--- src/rtl/iq_sample_packer_if.sv ---
// Avalon-ST source port carrying packed 32-bit IQ words toward the downstream FIFO.
interface iq_sample_packer_if;
    logic        out_valid;
    logic [31:0] out_data;
    logic        out_ready;

    modport master (output out_valid, output out_data, input out_ready);
    modport slave  (input out_valid, input out_data, output out_ready);
endinterface

--- src/rtl/iq_sample_packer.sv ---
// Packs pairs of 16-bit ADC samples into 32-bit words and buffers them for an Avalon-ST sink.
// Optional feature macro: IQ_PACK_OVF_CNT_EN adds the ovf_count port and its saturating counter.
module iq_sample_packer #(
    parameter int CAPTURE_WORDS = 1024,
    parameter int FIFO_DEPTH    = 4
) (
    input  logic               sys_clk_clk,
    input  logic               reset_reset_n,
    input  logic               capture_start,
    input  logic               adc_valid,
    input  logic [15:0]        adc_sample,
    iq_sample_packer_if.master st_out,
    output logic               busy,
    output logic               done,
    output logic               overflow
`ifdef IQ_PACK_OVF_CNT_EN
    ,
    output logic [15:0]        ovf_count
`endif
);

    localparam int PTR_W = $clog2(FIFO_DEPTH);
    localparam int CNT_W = PTR_W + 1;
    localparam logic [PTR_W-1:0] PTR_ONE   = PTR_W'(1);
    localparam logic [CNT_W-1:0] CNT_ONE   = CNT_W'(1);
    localparam logic [CNT_W-1:0] CNT_FULL  = CNT_W'(FIFO_DEPTH);
    localparam logic [16:0]      WORDS_TGT = 17'(CAPTURE_WORDS);

    typedef enum logic [1:0] {
        S_IDLE    = 2'd0,
        S_CAPTURE = 2'd1,
        S_DRAIN   = 2'd2,
        S_DONE    = 2'd3
    } state_t;

    state_t            r_state;
    state_t            w_next_state;
    logic              r_cs_d;
    logic              r_phase;
    logic [15:0]       r_lo;
    logic [31:0]       r_word;
    logic              r_push_pend;
    logic [15:0]       r_wcnt;
    logic              r_overflow;
    logic              r_busy;
    logic              r_done;
    logic [31:0]       r_mem [FIFO_DEPTH];
    logic [PTR_W-1:0]  r_wr_ptr;
    logic [PTR_W-1:0]  r_rd_ptr;
    logic [CNT_W-1:0]  r_count;

    logic w_cs_rise;
    logic w_enter_cap;
    logic w_in_capture;
    logic w_valid;
    logic w_pop;
    logic w_full;
    logic w_push_ok;
    logic w_drop;
    logic w_last_push;
    logic w_busy_nxt;
    logic w_done_nxt;

    assign w_cs_rise    = capture_start & ~r_cs_d;
    assign w_enter_cap  = (r_state == S_IDLE) & w_cs_rise;
    assign w_in_capture = (r_state == S_CAPTURE);
    assign w_valid      = (r_count != {CNT_W{1'b0}});
    assign w_pop        = w_valid & st_out.out_ready;
    assign w_full       = (r_count == CNT_FULL);
    // A full FIFO still takes the word when the head leaves on the same edge.
    assign w_push_ok    = w_in_capture & r_push_pend & (~w_full | w_pop);
    assign w_drop       = w_in_capture & r_push_pend & w_full & ~w_pop;
    assign w_last_push  = w_push_ok & (({1'b0, r_wcnt} + 17'd1) == WORDS_TGT);

    assign st_out.out_valid = w_valid;
    assign st_out.out_data  = w_valid ? r_mem[r_rd_ptr] : 32'h0000_0000;
    assign busy             = r_busy;
    assign done             = r_done;
    assign overflow         = r_overflow;

    // State register and capture_start edge-detect flop.
    always_ff @(posedge sys_clk_clk or negedge reset_reset_n) begin
        if (!reset_reset_n) begin
            r_state <= S_IDLE;
            r_cs_d  <= 1'b1;
        end else begin
            r_state <= w_next_state;
            r_cs_d  <= capture_start;
        end
    end

    // Next-state logic.
    always_comb begin
        w_next_state = r_state;
        case (r_state)
            S_IDLE: begin
                if (w_cs_rise) w_next_state = S_CAPTURE;
                else           w_next_state = S_IDLE;
            end
            S_CAPTURE: begin
                if (w_last_push) w_next_state = S_DRAIN;
                else             w_next_state = S_CAPTURE;
            end
            S_DRAIN: begin
                if (!w_valid) w_next_state = S_DONE;
                else          w_next_state = S_DRAIN;
            end
            S_DONE: begin
                if (!capture_start) w_next_state = S_IDLE;
                else                w_next_state = S_DONE;
            end
            default: w_next_state = S_IDLE;
        endcase
    end

    // Status decode from the upcoming state so busy/done come straight from flops.
    always_comb begin
        w_busy_nxt = 1'b0;
        w_done_nxt = 1'b0;
        case (w_next_state)
            S_CAPTURE: w_busy_nxt = 1'b1;
            S_DRAIN:   w_busy_nxt = 1'b1;
            S_DONE:    w_done_nxt = 1'b1;
            default: begin
                w_busy_nxt = 1'b0;
                w_done_nxt = 1'b0;
            end
        endcase
    end

    // Registered status outputs.
    always_ff @(posedge sys_clk_clk or negedge reset_reset_n) begin
        if (!reset_reset_n) begin
            r_busy <= 1'b0;
            r_done <= 1'b0;
        end else begin
            r_busy <= w_busy_nxt;
            r_done <= w_done_nxt;
        end
    end

    // Sample pairing: low half first, completed word pushed on the following cycle.
    always_ff @(posedge sys_clk_clk or negedge reset_reset_n) begin
        if (!reset_reset_n) begin
            r_phase     <= 1'b0;
            r_lo        <= 16'h0000;
            r_word      <= 32'h0000_0000;
            r_push_pend <= 1'b0;
        end else if (w_enter_cap) begin
            r_phase     <= 1'b0;
            r_push_pend <= 1'b0;
        end else if (w_in_capture && adc_valid) begin
            if (!r_phase) begin
                r_lo        <= adc_sample;
                r_phase     <= 1'b1;
                r_push_pend <= 1'b0;
            end else begin
                r_word      <= {adc_sample, r_lo};
                r_phase     <= 1'b0;
                r_push_pend <= 1'b1;
            end
        end else begin
            r_push_pend <= 1'b0;
        end
    end

    // Accepted-word counter and sticky overflow flag.
    always_ff @(posedge sys_clk_clk or negedge reset_reset_n) begin
        if (!reset_reset_n) begin
            r_wcnt     <= 16'h0000;
            r_overflow <= 1'b0;
        end else if (w_enter_cap) begin
            r_wcnt     <= 16'h0000;
            r_overflow <= 1'b0;
        end else begin
            if (w_push_ok) r_wcnt <= r_wcnt + 16'd1;
            if (w_drop)    r_overflow <= 1'b1;
        end
    end

`ifdef IQ_PACK_OVF_CNT_EN
    logic [15:0] r_ovf_cnt;
    assign ovf_count = r_ovf_cnt;

    // Saturating dropped-word counter.
    always_ff @(posedge sys_clk_clk or negedge reset_reset_n) begin
        if (!reset_reset_n) begin
            r_ovf_cnt <= 16'h0000;
        end else if (w_enter_cap) begin
            r_ovf_cnt <= 16'h0000;
        end else if (w_drop && (r_ovf_cnt != 16'hFFFF)) begin
            r_ovf_cnt <= r_ovf_cnt + 16'd1;
        end else begin
            r_ovf_cnt <= r_ovf_cnt;
        end
    end
`endif

    // FIFO storage; contents need no reset because out_data is gated by valid.
    always_ff @(posedge sys_clk_clk) begin
        if (w_push_ok) r_mem[r_wr_ptr] <= r_word;
    end

    // FIFO pointers and occupancy.
    always_ff @(posedge sys_clk_clk or negedge reset_reset_n) begin
        if (!reset_reset_n) begin
            r_wr_ptr <= {PTR_W{1'b0}};
            r_rd_ptr <= {PTR_W{1'b0}};
            r_count  <= {CNT_W{1'b0}};
        end else begin
            if (w_push_ok) r_wr_ptr <= r_wr_ptr + PTR_ONE;
            if (w_pop)     r_rd_ptr <= r_rd_ptr + PTR_ONE;
            case ({w_push_ok, w_pop})
                2'b10:   r_count <= r_count + CNT_ONE;
                2'b01:   r_count <= r_count - CNT_ONE;
                default: r_count <= r_count;
            endcase
        end
    end

endmodule

--- src/flat_wrapper.sv ---
// flat-port wrapper written by rule: the top's interface ports become plain ports
module iq_sample_packer_flat 
#(
    parameter int CAPTURE_WORDS = 1024,
    parameter int FIFO_DEPTH    = 4
)
  (sys_clk_clk, reset_reset_n, capture_start, adc_valid, adc_sample, busy, done, overflow, st_out_out_valid, st_out_out_data, st_out_out_ready);
  iq_sample_packer_if st_out_i ();
  input  logic sys_clk_clk;
  input  logic reset_reset_n;
  input  logic capture_start;
  input  logic adc_valid;
  input  logic [15:0] adc_sample;
  output logic busy;
  output logic done;
  output logic overflow;
  output wire logic [$bits(st_out_i.out_valid)-1:0] st_out_out_valid;
  output wire logic [$bits(st_out_i.out_data)-1:0] st_out_out_data;
  input wire logic [$bits(st_out_i.out_ready)-1:0] st_out_out_ready;
  assign st_out_out_valid = st_out_i.out_valid;
  assign st_out_out_data = st_out_i.out_data;
  assign st_out_i.out_ready = st_out_out_ready;
  iq_sample_packer #(.CAPTURE_WORDS(CAPTURE_WORDS), .FIFO_DEPTH(FIFO_DEPTH)) u_core (.sys_clk_clk(sys_clk_clk), .reset_reset_n(reset_reset_n), .capture_start(capture_start), .adc_valid(adc_valid), .adc_sample(adc_sample), .st_out(st_out_i), .busy(busy), .done(done), .overflow(overflow));
endmodule
--- config.mk ---
export PLATFORM = sky130hd
export DESIGN_NAME = iq_sample_packer_flat
export DESIGN_NICKNAME = d
export VERILOG_FILES = /design/src/rtl/iq_sample_packer_if.sv /design/src/rtl/iq_sample_packer.sv /design/src/flat_wrapper.sv
export SDC_FILE = /design/constraint.sdc
export NUM_CORES = 1
export LEC_CHECK = 0
export BUFFER_PORTS_ARGS = -buffer_cell sky130_fd_sc_hd__buf_4
export CAP_MARGIN = 20
export CORE_MARGIN = 1.5
export CORE_UTILIZATION = 30
export CTS_BUF_LIST = sky130_fd_sc_hd__clkbuf_4
export CTS_CLUSTER_SIZE = 28
export DETAILED_ROUTE_END_ITERATION = 10
export GPL_TIMING_DRIVEN = 0
export HOLD_SLACK_MARGIN = 0.05
export PLACE_DENSITY_LB_ADDON = 0.08
export SYNTH_ARGS = -nofsm -noshare
export SYNTH_HDL_FRONTEND = slang
export SYNTH_SLANG_ARGS = --single-unit
--- constraint.sdc ---
create_clock -name sys_clk_clk -period 5.6 [get_ports sys_clk_clk]
set_input_delay 0.28 -clock sys_clk_clk [delete_from_list [all_inputs] [get_ports sys_clk_clk]]
set_output_delay 0.28 -clock sys_clk_clk [all_outputs]
set_load 0.02 [all_outputs]
==> results.cfg <==
[synth]
synth.most_common_cell = edfxtp_1
yosysTopAreaCell = edfxtp_1
synth_top_area_frac = 0.454
synth_edf_count = 128
synth_common_cells = 128 x edfxtp_1, 78 x dfrtp_1, 37 x and2_1
synth_top_flop_cell = edfxtp_1
postSynthCellCount = 503
ys_async_sr_fraction = 0.382
synth-seq-cells = 207
synthesis.nets = 533
netlist_area_sq_um = 8470
synth_area_leaders = edfxtp_1 45%, dfrtp_1 23%, mux4_2 8.5%
ys_types = 52
syn_avg_cell_area_sq_um = 16.8
ys_seq_area_frac = 0.687
ys_warn_count = 0

[clock_network]
cts_resized = 0
cts.sinks = 207
hold_buffers = 20
clock_path_buffers = 3
clkLatencyLatePin_ns = 0.65
clk_pin_slew_ns = 0.07
post_cts_buffers = 0
cts_max_level = 2
cts_made_buffers = 55
cts_tree = done
clock-root-buffer = clkbuf_4

[floorplan]
start_util = 0.305
die_w_microns = 171
die_area_sq_um = 29300
die_y_microns = 171
ioPinCount = 57
core_area_sq_um = 27800
num_rows = 61

[critical_path]
worstPathRequired_ns = 5.32
crit_fanout = 10
worstSetupPathType = reg2out
crit_path_end_kind = primary output
ff2ff_setup_slack_ns = 3.00
worst-endpoint-arrival_ns = 2.69
startpoint_type = register

[route]
via_per_inst = 4.60
dr.pass1.iters = 4
avgRoutedWirePerCell_microns = 18.2
drt_wl_total_microns = 19500
drt_iter0_markers = 200
antenna_left = 0
drc = 0
vias = 4904

[grt]
grt_first_pass_wirelength_microns = 30200
grt_pass1_vias = 5202
grtUsageMet3 = 0.0319
grt.busiest_layer = met2
grt_max_degree = 80
use_met2 = 0.231
antenna_found_initial = 1
gr-total-overflow = 0
track_usage = 0.140
met1_usage = 0.178

[timing]
period_share = 0.531
whs_ns = 0.319
max_freq_mhz = 336
fin_skew_ns = 0.0200
hold_viol = 0
slew_headroom = 0.435
rsz0062_at_grt = no
final-max-slew-violation-count = 0
post-route-min-period_ns = 2.97
finalSetupTns_ns = 0
worst_slew_pin_slew_ns = 0.848
setup_viol = 0

[power_and_ir_drop]
ir_worst_vdd_mv = 0.147
p_per_area_nw_per_um2 = 534
power.static_leakage_nw = 3.96

[cells_and_area]
final_core_util = 0.375
nFillCells = 2713
design_area_sq_um = 10400
final_nets = 672
syn_to_final_growth_pct = 23.1
final_layout_size_suffix_gt1_frac = 0.349

[placement]
io_buffers = 56
gp_congestion = 0.818
dp_hpwl_microns = 12100
postPlaceCellArea_sq_um = 9450

[run]
maxCapViolCount = 0

[worst_hold_path]
hold_class = in2reg

[outcome]
status = finished, final reports clean
==> critical path: stages, from the launching register on <==
cell and delay [ns]:
dfrtp_1 0.32, clkbuf_1 0.28, clkbuf_1 0.69, mux4_2 0.40
and2_1 0.19, buf_4 0.16
==> cells by family after synthesis <==
| logic type | Yosys count | synth area share |
|---|---|---|
| AO/OA/AOI/OAI | 47 | 0.0357 |
| XOR/XNOR | 12 | 0.0124 |
| adder cells (fa/ha/maj) | 9 | 0.0142 |
| buffers and inverters | 37 | 0.0196 |
| flip-flops | 207 | 0.687 |
| multiplexers | 81 | 0.150 |
| AND/OR/NAND/NOR | 110 | 0.0806 |
==> final timing paths <==
check	cells past startpoint	start	endpoint
worst max-delay path	5	u_core.r_rd_ptr[1]$_DFFE_PN0P_	st_out_out_data[2]
worst min-delay path	2	capture_start	u_core.r_cs_d$_DFF_PN1_
worst max register to register	7	u_core.r_wcnt[0]$_DFFE_PN0P_	u_core.busy$_DFF_PN0_
worst min register to register	1	u_core.r_lo[4]$_DFFE_PN0P_	u_core.r_word[4]$_DFFE_PN0P_
max in group asynchronous	4	reset_reset_n	u_core.r_word[5]$_DFFE_PN0P_
min in group asynchronous	3	reset_reset_n	u_core.r_state[0]$_DFF_PN0_
==> flip-flops by register name, summed over array words and instances, names as in the netlist <==
name                flops
u_core.r_phase          1
u_core.done             1
u_core.r_wcnt          16
u_core.r_wr_ptr         2
u_core.r_mem          128
u_core.r_push_pend      1
u_core.r_lo            16
u_core.r_count          3
u_core.busy             1
u_core.r_cs_d           1
u_core.r_word          32
u_core.r_rd_ptr         2
u_core.overflow         1
u_core.r_state          2
==> final cells by class <==
cell class,count,area (sq um),area share
Sequential cell,207,5820,0.558
Multi-Input combinational cell,259,2490,0.239
Clock buffer,92,691,0.0662
Tap cell,378,473,0.0454
Timing Repair Buffer,82,738,0.0708
Inverter,10,37.5,0.00360
Buffer,27,129,0.0124
Clock inverter,11,46.3,0.00444
Antenna cell,1,2.50,0.000240
==> power by group <==
group | total (W) | switching, W | internal [W]
Sequential | 0.00241 | 0.000245 | 0.00217
Combinational | 0.00181 | 0.000966 | 0.000848
Clock | 0.00134 | 0.000607 | 0.000737
==> through the flow <==
| stage | power [W] | setup WS [ns] | std cells |
|---|---|---|---|
| 2_1_floorplan | 0.00355 | 3.34 | 503 |
| 3_3_place_gp | 0.00424 | 2.19 | 937 |
| 3_5_place_dp | 0.00431 | 2.99 | 941 |
| 4_1_cts | 0.00570 | 2.50 | 1064 |
| 5_1_grt | 0.00594 | 2.40 | 1067 |
| 6_report | 0.00557 | 2.63 | 1067 |
==> metal layers <==
layer / part of all wire / vias to the layer above
met3: 0.046 / 43
met4: 0.021 / 0
li1: - / 2240
met5: 0 / -
met2: 0.49 / 113
met1: 0.44 / 2508
==> placed cells by master, fill, tap and decap left out, types with 16 or more instances in the layout <==
cell / count
dfrtp_1: 78
mux4_2: 32
clkbuf_4: 92
edfxtp_1: 128
buf_4: 58
dlygate4sd3_1: 21
and2_1: 33
mux2_2: 19
mux2_1: 29
buf_2: 16
nor2_1: 19
Note: power is estimated with default switching activity, not from simulation.
